### src/rtl/riscv_pkg.sv
// Shared constants and types for the multicycle RISC-V control path:
// opcode classes, ALU command codes, branch funct3 codes and FSM states.
package riscv_pkg;

    localparam logic [6:0] OP_R      = 7'b0110011;
    localparam logic [6:0] OP_I      = 7'b0010011;
    localparam logic [6:0] OP_LOAD   = 7'b0000011;
    localparam logic [6:0] OP_STORE  = 7'b0100011;
    localparam logic [6:0] OP_BRANCH = 7'b1100011;

    localparam logic [3:0] ALU_ADD   = 4'b0000;
    localparam logic [3:0] ALU_SUB   = 4'b0001;
    localparam logic [3:0] ALU_FUNCT = 4'b0010;

    localparam logic [2:0] F3_BEQ = 3'b000;
    localparam logic [2:0] F3_BNE = 3'b001;
    localparam logic [2:0] F3_BLT = 3'b100;
    localparam logic [2:0] F3_BGE = 3'b101;

    typedef enum logic [2:0] {
        ST_FETCH,
        ST_DECODE,
        ST_EXECUTE,
        ST_WRITEBACK,
        ST_HALT
    } state_e;

    typedef enum logic [2:0] {
        CL_ILLEGAL,
        CL_R,
        CL_I,
        CL_LOAD,
        CL_STORE,
        CL_BRANCH
    } iclass_e;

    function automatic iclass_e classify(input logic [6:0] op);
        case (op)
            OP_R:      return CL_R;
            OP_I:      return CL_I;
            OP_LOAD:   return CL_LOAD;
            OP_STORE:  return CL_STORE;
            OP_BRANCH: return CL_BRANCH;
            default:   return CL_ILLEGAL;
        endcase
    endfunction

endpackage

### src/rtl/control_unit_if.sv
// Control-unit <-> datapath bundle. master = control unit, slave = datapath.
interface control_unit_if #(
    parameter int INSTRET_BITS = 32
);
    logic [6:0]              opcode;
    logic [2:0]              funct3;
    logic [3:0]              alu_flags;
    logic                    d_mem_we;
    logic                    rf_we;
    logic [3:0]              alu_cmd;
    logic                    alu_src;
    logic                    pc_src;
    logic                    rf_src;
    logic                    pc_en;
    logic                    illegal;
    logic [INSTRET_BITS-1:0] instret;

    modport master (
        input  opcode, funct3, alu_flags,
        output d_mem_we, rf_we, alu_cmd, alu_src, pc_src, rf_src, pc_en,
               illegal, instret
    );

    modport slave (
        output opcode, funct3, alu_flags,
        input  d_mem_we, rf_we, alu_cmd, alu_src, pc_src, rf_src, pc_en,
               illegal, instret
    );
endinterface

### src/rtl/control_unit_branch_eval.sv
// Branch condition evaluation: funct3 + ALU flags -> taken.
// Flags: [0] equal, [1] not_equal, [2] less (signed), [3] greater (signed).
module branch_eval
    import riscv_pkg::*;
(
    input  logic [2:0] funct3_i,
    input  logic [3:0] alu_flags_i,
    output logic       taken_o
);

    // Select the flag (or its complement) matching the branch kind.
    always_comb begin
        taken_o = 1'b0;
        case (funct3_i)
            F3_BEQ:  taken_o = alu_flags_i[0];
            F3_BNE:  taken_o = alu_flags_i[1];
            F3_BLT:  taken_o = alu_flags_i[2];
            F3_BGE:  taken_o = ~alu_flags_i[2];
            default: taken_o = 1'b0;
        endcase
    end

endmodule

### src/rtl/control_unit.sv
// Multicycle control unit: FETCH/DECODE/EXECUTE/WRITEBACK, one instruction
// per four clocks, plus a retired-instruction counter.
// Optional macro CTRL_ILLEGAL_TRAP_EN: illegal opcodes halt the FSM.
//
// state        | meaning
// ST_FETCH     | idle phase, all strobes low
// ST_DECODE    | opcode/funct3 latched at the end of this phase
// ST_EXECUTE   | alu_cmd/alu_src driven, branch taken sampled at end
// ST_WRITEBACK | write strobes, pc_en, pc_src; instret counts
// ST_HALT      | trap on illegal opcode (macro build only), wait for reset
module control_unit
    import riscv_pkg::*;
#(
    parameter int WORDSIZE     = 64,
    parameter int INSTRET_BITS = 32
) (
    input  logic            clk,
    input  logic            rst_n,
    control_unit_if.master  bus
);

    generate
        if (WORDSIZE < 1) begin : g_wordsize_check
            $error("WORDSIZE must be positive");
        end
    endgenerate

    state_e                  state_q, state_d;
    logic [6:0]              opcode_q, opcode_d;
    logic [2:0]              funct3_q, funct3_d;
    logic                    taken_q, taken_d;
    logic [INSTRET_BITS-1:0] instret_q, instret_d;
    logic                    br_taken;
    iclass_e                 cls;

    assign cls = classify(opcode_q);

    branch_eval u_branch_eval (
        .funct3_i    (funct3_q),
        .alu_flags_i (bus.alu_flags),
        .taken_o     (br_taken)
    );

    // State, latched instruction fields, taken flag and retire counter.
    always_ff @(posedge clk or negedge rst_n) begin
        if (!rst_n) begin
            state_q   <= ST_FETCH;
            opcode_q  <= 7'b0000000;
            funct3_q  <= 3'b000;
            taken_q   <= 1'b0;
            instret_q <= '0;
        end else begin
            state_q   <= state_d;
            opcode_q  <= opcode_d;
            funct3_q  <= funct3_d;
            taken_q   <= taken_d;
            instret_q <= instret_d;
        end
    end

    // Next-state logic and output decode from registered state only.
    always_comb begin
        state_d      = state_q;
        opcode_d     = opcode_q;
        funct3_d     = funct3_q;
        taken_d      = taken_q;
        instret_d    = instret_q;
        bus.d_mem_we = 1'b0;
        bus.rf_we    = 1'b0;
        bus.alu_cmd  = 4'b0000;
        bus.alu_src  = 1'b0;
        bus.pc_src   = 1'b0;
        bus.rf_src   = 1'b0;
        bus.pc_en    = 1'b0;
        bus.illegal  = 1'b0;

        if (state_q == ST_EXECUTE || state_q == ST_WRITEBACK) begin
            case (cls)
                CL_R:      bus.alu_cmd = ALU_FUNCT;
                CL_I:      begin bus.alu_cmd = ALU_FUNCT; bus.alu_src = 1'b1; end
                CL_LOAD:   begin bus.alu_cmd = ALU_ADD;   bus.alu_src = 1'b1; end
                CL_STORE:  begin bus.alu_cmd = ALU_ADD;   bus.alu_src = 1'b1; end
                CL_BRANCH: bus.alu_cmd = ALU_SUB;
                default:   bus.alu_cmd = 4'b0000;
            endcase
        end

        case (state_q)
            ST_FETCH:  state_d = ST_DECODE;
            ST_DECODE: begin
                state_d  = ST_EXECUTE;
                opcode_d = bus.opcode;
                funct3_d = bus.funct3;
            end
            ST_EXECUTE: begin
                state_d = ST_WRITEBACK;
                taken_d = (cls == CL_BRANCH) && br_taken;
            end
            ST_WRITEBACK: begin
                bus.rf_we    = (cls == CL_R) || (cls == CL_I) || (cls == CL_LOAD);
                bus.rf_src   = (cls == CL_LOAD);
                bus.d_mem_we = (cls == CL_STORE);
                bus.pc_src   = taken_q;
                bus.pc_en    = 1'b1;
                state_d      = ST_FETCH;
                instret_d    = instret_q + INSTRET_BITS'(1);
`ifdef CTRL_ILLEGAL_TRAP_EN
                if (cls == CL_ILLEGAL) begin
                    bus.illegal = 1'b1;
                    state_d     = ST_HALT;
                    instret_d   = instret_q;
                end
`endif
            end
`ifdef CTRL_ILLEGAL_TRAP_EN
            ST_HALT: begin
                bus.illegal = 1'b1;
                state_d     = ST_HALT;
            end
`endif
            default: state_d = ST_FETCH;
        endcase

        bus.instret = instret_q;
    end

endmodule

### src/flat_wrapper.sv
// flat-port wrapper written by rule: the top's interface ports become plain ports
module control_unit_flat import riscv_pkg::*;
#(
    parameter int WORDSIZE     = 64,
    parameter int INSTRET_BITS = 32
)
  (clk, rst_n, bus_opcode, bus_funct3, bus_alu_flags, bus_d_mem_we, bus_rf_we, bus_alu_cmd, bus_alu_src, bus_pc_src, bus_rf_src, bus_pc_en, bus_illegal, bus_instret);
  control_unit_if #(.INSTRET_BITS(INSTRET_BITS)) bus_i ();
  input  logic clk;
  input  logic rst_n;
  input wire logic [$bits(bus_i.opcode)-1:0] bus_opcode;
  input wire logic [$bits(bus_i.funct3)-1:0] bus_funct3;
  input wire logic [$bits(bus_i.alu_flags)-1:0] bus_alu_flags;
  output wire logic [$bits(bus_i.d_mem_we)-1:0] bus_d_mem_we;
  output wire logic [$bits(bus_i.rf_we)-1:0] bus_rf_we;
  output wire logic [$bits(bus_i.alu_cmd)-1:0] bus_alu_cmd;
  output wire logic [$bits(bus_i.alu_src)-1:0] bus_alu_src;
  output wire logic [$bits(bus_i.pc_src)-1:0] bus_pc_src;
  output wire logic [$bits(bus_i.rf_src)-1:0] bus_rf_src;
  output wire logic [$bits(bus_i.pc_en)-1:0] bus_pc_en;
  output wire logic [$bits(bus_i.illegal)-1:0] bus_illegal;
  output wire logic [$bits(bus_i.instret)-1:0] bus_instret;
  assign bus_i.opcode = bus_opcode;
  assign bus_i.funct3 = bus_funct3;
  assign bus_i.alu_flags = bus_alu_flags;
  assign bus_d_mem_we = bus_i.d_mem_we;
  assign bus_rf_we = bus_i.rf_we;
  assign bus_alu_cmd = bus_i.alu_cmd;
  assign bus_alu_src = bus_i.alu_src;
  assign bus_pc_src = bus_i.pc_src;
  assign bus_rf_src = bus_i.rf_src;
  assign bus_pc_en = bus_i.pc_en;
  assign bus_illegal = bus_i.illegal;
  assign bus_instret = bus_i.instret;
  control_unit #(.WORDSIZE(WORDSIZE), .INSTRET_BITS(INSTRET_BITS)) u_core (.clk(clk), .rst_n(rst_n), .bus(bus_i));
endmodule
### config.mk
export PLATFORM = sky130hd
export DESIGN_NAME = control_unit_flat
export DESIGN_NICKNAME = d
export VERILOG_FILES = /design/src/rtl/riscv_pkg.sv /design/src/rtl/control_unit_if.sv /design/src/rtl/control_unit_branch_eval.sv /design/src/rtl/control_unit.sv /design/src/flat_wrapper.sv
export SDC_FILE = /design/constraint.sdc
export NUM_CORES = 1
export LEC_CHECK = 0
export CAP_MARGIN = 40
export CORE_ASPECT_RATIO = 0.75
export CORE_MARGIN = 1.5
export CORE_UTILIZATION = 30
export CTS_CLUSTER_SIZE = 12
export DETAILED_ROUTE_END_ITERATION = 16
export GPL_ROUTABILITY_DRIVEN = 0
export HOLD_SLACK_MARGIN = 0.06
export PLACE_DENSITY_LB_ADDON = 0.2
export RECOVER_POWER = 25
export SYNTH_ARGS = -nofsm -noshare
export SYNTH_HDL_FRONTEND = slang
export SYNTH_SLANG_ARGS = --single-unit
### constraint.sdc
create_clock -name clk -period 2.2 [get_ports clk]
set_input_delay 0.33 -clock clk [delete_from_list [all_inputs] [get_ports clk]]
set_output_delay 0.33 -clock clk [all_outputs]
set_load 0.005 [all_outputs]
==> qor.csv, run 1 <==
stage;metric;value;unit
cts;cts_tree;built;
global_route;grt_pass1_wl;7.38;mm
synth;syn_area;2250;um^2
synth;synth_cell_types;37;
cts;clock_path_buffers;2;
cts;clock_latency;300;ps
synth;synth_area_leader_cell;dfrtp_1;
cts;clk_pin_slew;80;ps
timing;finalHoldViolations;0;
setup_path;endpoint_kind;primary output;
routing;vias_per_cell;4.40;
timing;fmax;475;MHz
timing;relSlewSlack;10.4;%
floorplan;num_rows;27;
global_route;grt_pass1_vias;1500;
timing;rsz0062_at_grt;no;
timing;fin_crit;2110;ps
timing;setup_slack;93.1;ps
floorplan;start_util;30.9;%
status;status;finished, final reports clean;
routing;drtIter0Drc;37;
finish;nNetsFinal;273;
timing;fin_skew;9.58;ps
floorplan;dieWidth;103;um
routing;dr.pass1.iters;4;
pwr;ir_worst_vdd;0.233;mV
setup_path;cp_slowest_stage_delay;500;ps
synth;synth_top_area_share;50.0;%
routing;wl_per_cell;12.7;um
setup_path;worstPathCellList;buf_4 > nor3_1 > nand3_1 > nor2_1 > clkdlybuf4s50_1;
routing;drc;0;
synth;synth_common_cells;dfrtp_1 (45), xor2_1 (20), nand2_1 (15), xnor2_1 (12), nor2_1 (11);
cts;clockRootBuffer;clkbuf_8;
finish;final_core_util;41.9;%
synth;async_reset_ff_share;100;%
synth;ys_ff_latch;45;
synth;yosys_most_used_dff;dfrtp_1;
setup_path;worstPathArrival;1780;ps
global_route;busiest_layer;met1;
timing;worst_slew_pin_slew;1340;ps
cts;cts-htree-levels;2;
global_route;grt_overflow;0;
finish;finalInstanceArea;3060;um^2
global_route;grt_use_met2;16.5;%
finish;drive_gt1_share;18.6;%
synth;syn_area_per_cell;11.7;um^2
job;cap_violations;0;
pwr;p_leak;1.41;nW
setup_path;critical_path_class;reg2out;
synth;synthTopCellsByArea;dfrtp_1 (50%), xor2_1 (7.8%), mux2_2 (5.0%);
timing;setup_viol;0;
global_route;track_usage;11.8;%
global_route;antenna_found_initial;0;
finish;fill_cells;703;
floorplan;die_h;78.1;um
global_route;met1_usage;17.8;%
timing;finalCritPeriodShare;95.8;%
floorplan;core;7300;um^2
pwr;power_density;509;nW/um^2
floorplan;dieArea;8050;um^2
finish;area_growth;35.8;%
place;place_area;2890;um^2
cts;cts-buffers-inserted;5;
routing;vias;1558;
synth;yosys_warnings;0;
synth;synth_cells;192;
min_path;hold_path.class;reg2reg;
pwr;power;1.56;mW
timing;timing.hold.ws;466;ps
setup_path;critPathMaxFanout;3;
global_route;grt_max_degree;25;
setup_path;cp-start-kind;register;
global_route;use_met3;2.67;%
synth;synth_edf_count;0;
timing;slew_viol_final;0;
place;dp_hpwl;3.22;mm
place;io_buffers;54;
setup_path;worst_path_max_delay_cell;clkdlybuf4s50_1;
routing;drt_wl_total;4.51;mm
setup_path;crit_required;1870;ps
place;pre_cts_ws;107;ps
floorplan;ios;59;
finish;diodes;0;
synth;ys_seq_area_share;50.0;%
cts;cts_sinks;45;
synth;synthMostInstantiatedCell;dfrtp_1;
routing;drtAntennaViolNets;0;
==> final cells by class <==
| class | count | area, um^2 | share of cell area (%) |
|---|---|---|---|
| well taps | 101 | 126 | 4.13 |
| inverters | 9 | 33.8 | 1.10 |
| clock buffers | 7 | 86.3 | 2.82 |
| clock inverters | 1 | 30.0 | 0.982 |
| flip-flops and latches | 45 | 1130 | 36.8 |
| multi-input cells | 131 | 1050 | 34.4 |
| repair buffers | 60 | 604 | 19.8 |
==> placed cells by master, fill, tap and decap left out, types with 2 or more instances in the layout <==
master,count
clkdlybuf4s50_1,49
dfrtp_1,45
xor2_1,20
nand2_1,15
xnor2_1,12
nor2_1,11
mux2_2,10
inv_1,9
nand3_1,8
nor4_2,8
clkbuf_8,6
nor3_2,5
ha_1,5
dlymetal6s2s_1,4
buf_4,4
nand4_1,3
conb_1,3
nor3_1,2
nor2b_1,2
nor4_4,2
and2_1,2
and3_1,2
a21oi_1,2
or3_1,2
and4_2,2
nor4_1,2
clkbuf_1,2
==> final timing paths <==
check,start,end,cells past startpoint,slack (ps)
worst max-delay path,u_core.opcode_q[3]$_DFFE_PN0P_,bus_alu_cmd[0],5,90
worst min-delay path,u_core.funct3_q[1]$_DFFE_PN0P_,u_core.taken_q$_DFFE_PN0P_,1,470
worst max register to register,u_core.state_q[0]$_DFF_PN0_,u_core.bus.instret[19]$_DFFE_PN0P_,5,310
worst min register to register,u_core.funct3_q[1]$_DFFE_PN0P_,u_core.taken_q$_DFFE_PN0P_,1,470
max in group asynchronous,rst_n,u_core.bus.instret[27]$_DFFE_PN0P_,2,550
min in group asynchronous,rst_n,u_core.bus.instret[1]$_DFFE_PN0P_,2,860
==> power by group <==
group / internal (mW) / switching (mW)
logic: 0.0365 / 0.0290
registers: 0.836 / 0.00829
clock network: 0.371 / 0.279
total: 1.24 / 0.316
==> sequential cells by signal, summed over array words and instances, names as in the netlist <==
register / cells
u_core.opcode_q: 7
u_core.bus.instret: 32
u_core.state_q: 2
u_core.funct3_q: 3
u_core.taken_q: 1
==> logic make-up after synthesis <==
logic type      share of synthesized area (%)
buf+inv                                  4.50
flops                                    50.0
xor+xnor                                 12.4
fa+ha+maj                                2.78
compound gates                           1.28
other cells                             0.166
mux                                      5.44
simple gates                             23.4
==> per-stage QoR <==
step / TNS [ps] / instances
6_report: 0 / 354
4_1_cts: -11.2 / 352
2_1_floorplan: 0 / 194
3_5_place_dp: 0 / 343
3_3_place_gp: 0 / 343
5_1_grt: 0 / 354
==> critical path: cells and delay by family (launching register included) <==
family / cells / cell delay [ps]
and+or+nand+nor: 3 / 410
DFF: 1 / 430
buffers and inverters: 2 / 650
==> timing repair <==
item / CTS / global route
endpoints found under the setup margin: 5 / 4
resized for setup: 3 / 5
hold endpoints to repair: 21 / 0
setup buffers: 0 / 2
hold buffers: 1 / 0
==> routing by layer <==
layer	share of wire, %	wire length [um]
met5	0	0
met4	1.2	54
met3	3.8	173
met2	43	1940
met1	52	2340
(Power assumes the default switching activity.)
==> inputs of run 2 (changes only) <==
- CORE_UTILIZATION: 30 -> 54
- CTS_BUF_LIST: default -> sky130_fd_sc_hd__clkbuf_4 sky130_fd_sc_hd__clkbuf_8
- clock period: 2.2 -> 2.63 ns (I/O delays scaled with it)
==> run 2 against run 1 <==
  * Wire length down 1.2%
  * Hold slack lost 3.8 ps
  * Total power shrank 23%
  * Sequential share of layout area is 2.0 points higher
  * Clock-buffer cell count is 1 higher
  * First-iteration DRC count rose by 97%
  * Worst setup slack improved by 200 ps
  * Critical endpoint is now bus_alu_src
  * Largest cell class unchanged
  * Highest routed layer unchanged
==> qor.csv, run 2 (synthesis gave the netlist of run 1 again) <==
stage;metric;value;unit;change
status;status;finished, final reports clean;;unchanged
cts;cts-htree-levels;2;;unchanged
finish;final_cell_mix;clkdlybuf4s50_1 (53), dfrtp_1 (45), xor2_1 (20), nand2_1 (15), xnor2_1 (12);;was clkdlybuf4s50_1 (49), dfrtp_1 (45), xor2_1 (20), nand2_1 (15), xnor2_1 (12)
routing;dr.pass1.iters;4;;unchanged
floorplan;num_rows;20;;was 27
global_route;grt_max_degree;38;;was 25
routing;drtAntennaViolNets;0;;unchanged
setup_path;regToRegSetupSlack;690;ps;was 310 ps
pwr;power_density;411;nW/um^2;was 509 nW/um^2
place;dp_hpwl;3.10;mm;was 3.22 mm
finish;nNetsFinal;269;;was 273
routing;vias_per_cell;5.20;;was 4.40
min_path;hold_depth;1;;unchanged
setup_path;critical_path_class;reg2out;;unchanged
timing;fmax;428;MHz;
setup_path;cp_slowest_stage_delay;510;ps;was 500 ps
timing;fin_crit;2330;ps;
finish;area_growth;28.8;%;was 35.8%
floorplan;core;4030;um^2;was 7300 um^2
setup_path;cp-start-kind;register;;unchanged
timing;rsz0062_at_grt;no;;unchanged
cts;clock_path_buffers;2;;unchanged
routing;drtIter0Drc;73;;was 37
cts;cts_tree;built;;unchanged
setup_path;crit_required;2240;ps;was 1870 ps
setup_path;worst_path_max_delay_cell;clkdlybuf4s50_1;;unchanged
cts;clockRootBuffer;clkbuf_8;;unchanged
global_route;track_usage;21.3;%;was 11.8%
finish;stdcell_count;304;;was 354
setup_path;worstPathCellList;nor4_1 > o21ai_0 > a21oi_1 > clkdlybuf4s50_1;;was buf_4 > nor3_1 > nand3_1 > nor2_1 > clkdlybuf4s50_1
cts;clk_pin_slew;70;ps;was 80 ps
timing;slew_viol_final;0;;unchanged
timing;worst_slew_pin_slew;881;ps;was 1340 ps
timing;setup_slack;296;ps;was 93.1 ps
cts;post_cts_buffers;0;;unchanged
floorplan;dieWidth;77.6;um;was 103 um
setup_path;rr_worst_depth;5;;unchanged
place;place_inst;295;;was 343
cts;clock_latency;290;ps;was 300 ps
timing;finalHoldViolations;0;;unchanged
timing;finalCritPeriodShare;88.7;%;
timing;fin_skew;4.63;ps;was 9.58 ps
place;place_area;2820;um^2;was 2890 um^2
floorplan;die_h;58.9;um;was 78.1 um
cts;post_cts_resized;0;;was 3
timing;relSlewSlack;41.2;%;was 10.4%
routing;vias;1581;;was 1558
finish;fill_cells;303;;was 703
finish;final_core_util;72.0;%;was 41.9%
finish;drive_gt1_share;16.9;%;was 18.6%
cts;cts-buffers-inserted;5;;unchanged
global_route;grt_overflow;0;;unchanged
global_route;antenna_found_initial;0;;unchanged
setup_path;worstPathArrival;1940;ps;was 1780 ps
place;pre_cts_ws;584;ps;was 107 ps
finish;diodes;0;;unchanged
floorplan;ios;59;;unchanged
min_path;hold_path.class;reg2reg;;unchanged
pwr;power;1.19;mW;was 1.56 mW
pwr;ir_worst_vdd;0.239;mV;was 0.233 mV
job;cap_violations;0;;unchanged
global_route;grt_pass1_wl;7.38;mm;about the same
timing;timing.hold.ws;462;ps;was 466 ps
timing;setup_viol;0;;unchanged
floorplan;dieArea;4570;um^2;was 8050 um^2
floorplan;start_util;55.9;%;was 30.9%
timing;setup-tns-final;0;ps;unchanged
routing;drt_wl_total;4.45;mm;was 4.51 mm
finish;largest_reg_flops;32;;unchanged
routing;drc;0;;unchanged
finish;finalInstanceArea;2900;um^2;was 3060 um^2
global_route;grt_pass1_vias;1562;;was 1500
place;io_buffers;54;;unchanged
pwr;p_leak;1.30;nW;was 1.41 nW
setup_path;endpoint_kind;primary output;;unchanged
finish;final_common_cell;clkdlybuf4s50_1;;unchanged
cts;cts_sinks;45;;unchanged
setup_path;critPathMaxFanout;3;;unchanged
routing;wl_per_cell;14.6;um;was 12.7 um
## run 2: changes by cell type in the layout (fill, tap and decap cells not counted), sizes merged
cell | before | now
buf | 5 | 0
clkdlybuf4s50 | 49 | 53
clkbuf | 8 | 10
dlymetal6s2s | 4 | 0
bufinv | 1 | 0
## run 2: final cells by class
type	instances	area, um^2	area share [%]
Clock buffer	8	91.3	3.15
Timing Repair Buffer	56	549	18.9
Multi-Input combinational cell	131	1030	35.6
Sequential cell	45	1130	38.8
Inverter	9	33.8	1.16
Tap cell	55	68.8	2.37
## run 2: final timing paths
path,end,from
min,u_core.taken_q$_DFFE_PN0P_,u_core.funct3_q[1]$_DFFE_PN0P_
max,bus_alu_src,u_core.opcode_q[3]$_DFFE_PN0P_
max reg2reg,u_core.bus.instret[19]$_DFFE_PN0P_,u_core.state_q[0]$_DFF_PN0_
min in group asynchronous,u_core.bus.instret[9]$_DFFE_PN0P_,rst_n
min reg2reg,u_core.taken_q$_DFFE_PN0P_,u_core.funct3_q[1]$_DFFE_PN0P_
max in group asynchronous,u_core.opcode_q[2]$_DFFE_PN0P_,rst_n
## run 2: what timing repair did
item	4_1_cts	5_1_grt
endpoints found under the setup margin	0	0
hold endpoints to repair	8	0
hold buffers	1	0
## run 2: routing by layer
metal	vias to the layer above	part of all wire, %	global-route usage (%)
met4	0	0.85	6.75
li1	755	-	-
met1	772	48	28.3
met5	-	0	0
met3	6	4.9	7.13
met2	48	46	33.4
## run 2: worst max-delay path: cells and delay by family (launching register included)
| kind | cells | cell delay [ps] |
|---|---|---|
| buffers and inverters | 1 | 510 |
| AO/OA/AOI/OAI | 2 | 350 |
| AND/OR/NAND/NOR | 1 | 400 |
| flip-flops | 1 | 400 |
## run 2: where the power goes
group	total [mW]	leakage, nW	internal, mW	switching (mW)
Combinational	0.0490	0.659	0.0267	0.0223
Sequential	0.705	0.591	0.699	0.00580
Clock	0.439	0.0498	0.220	0.219
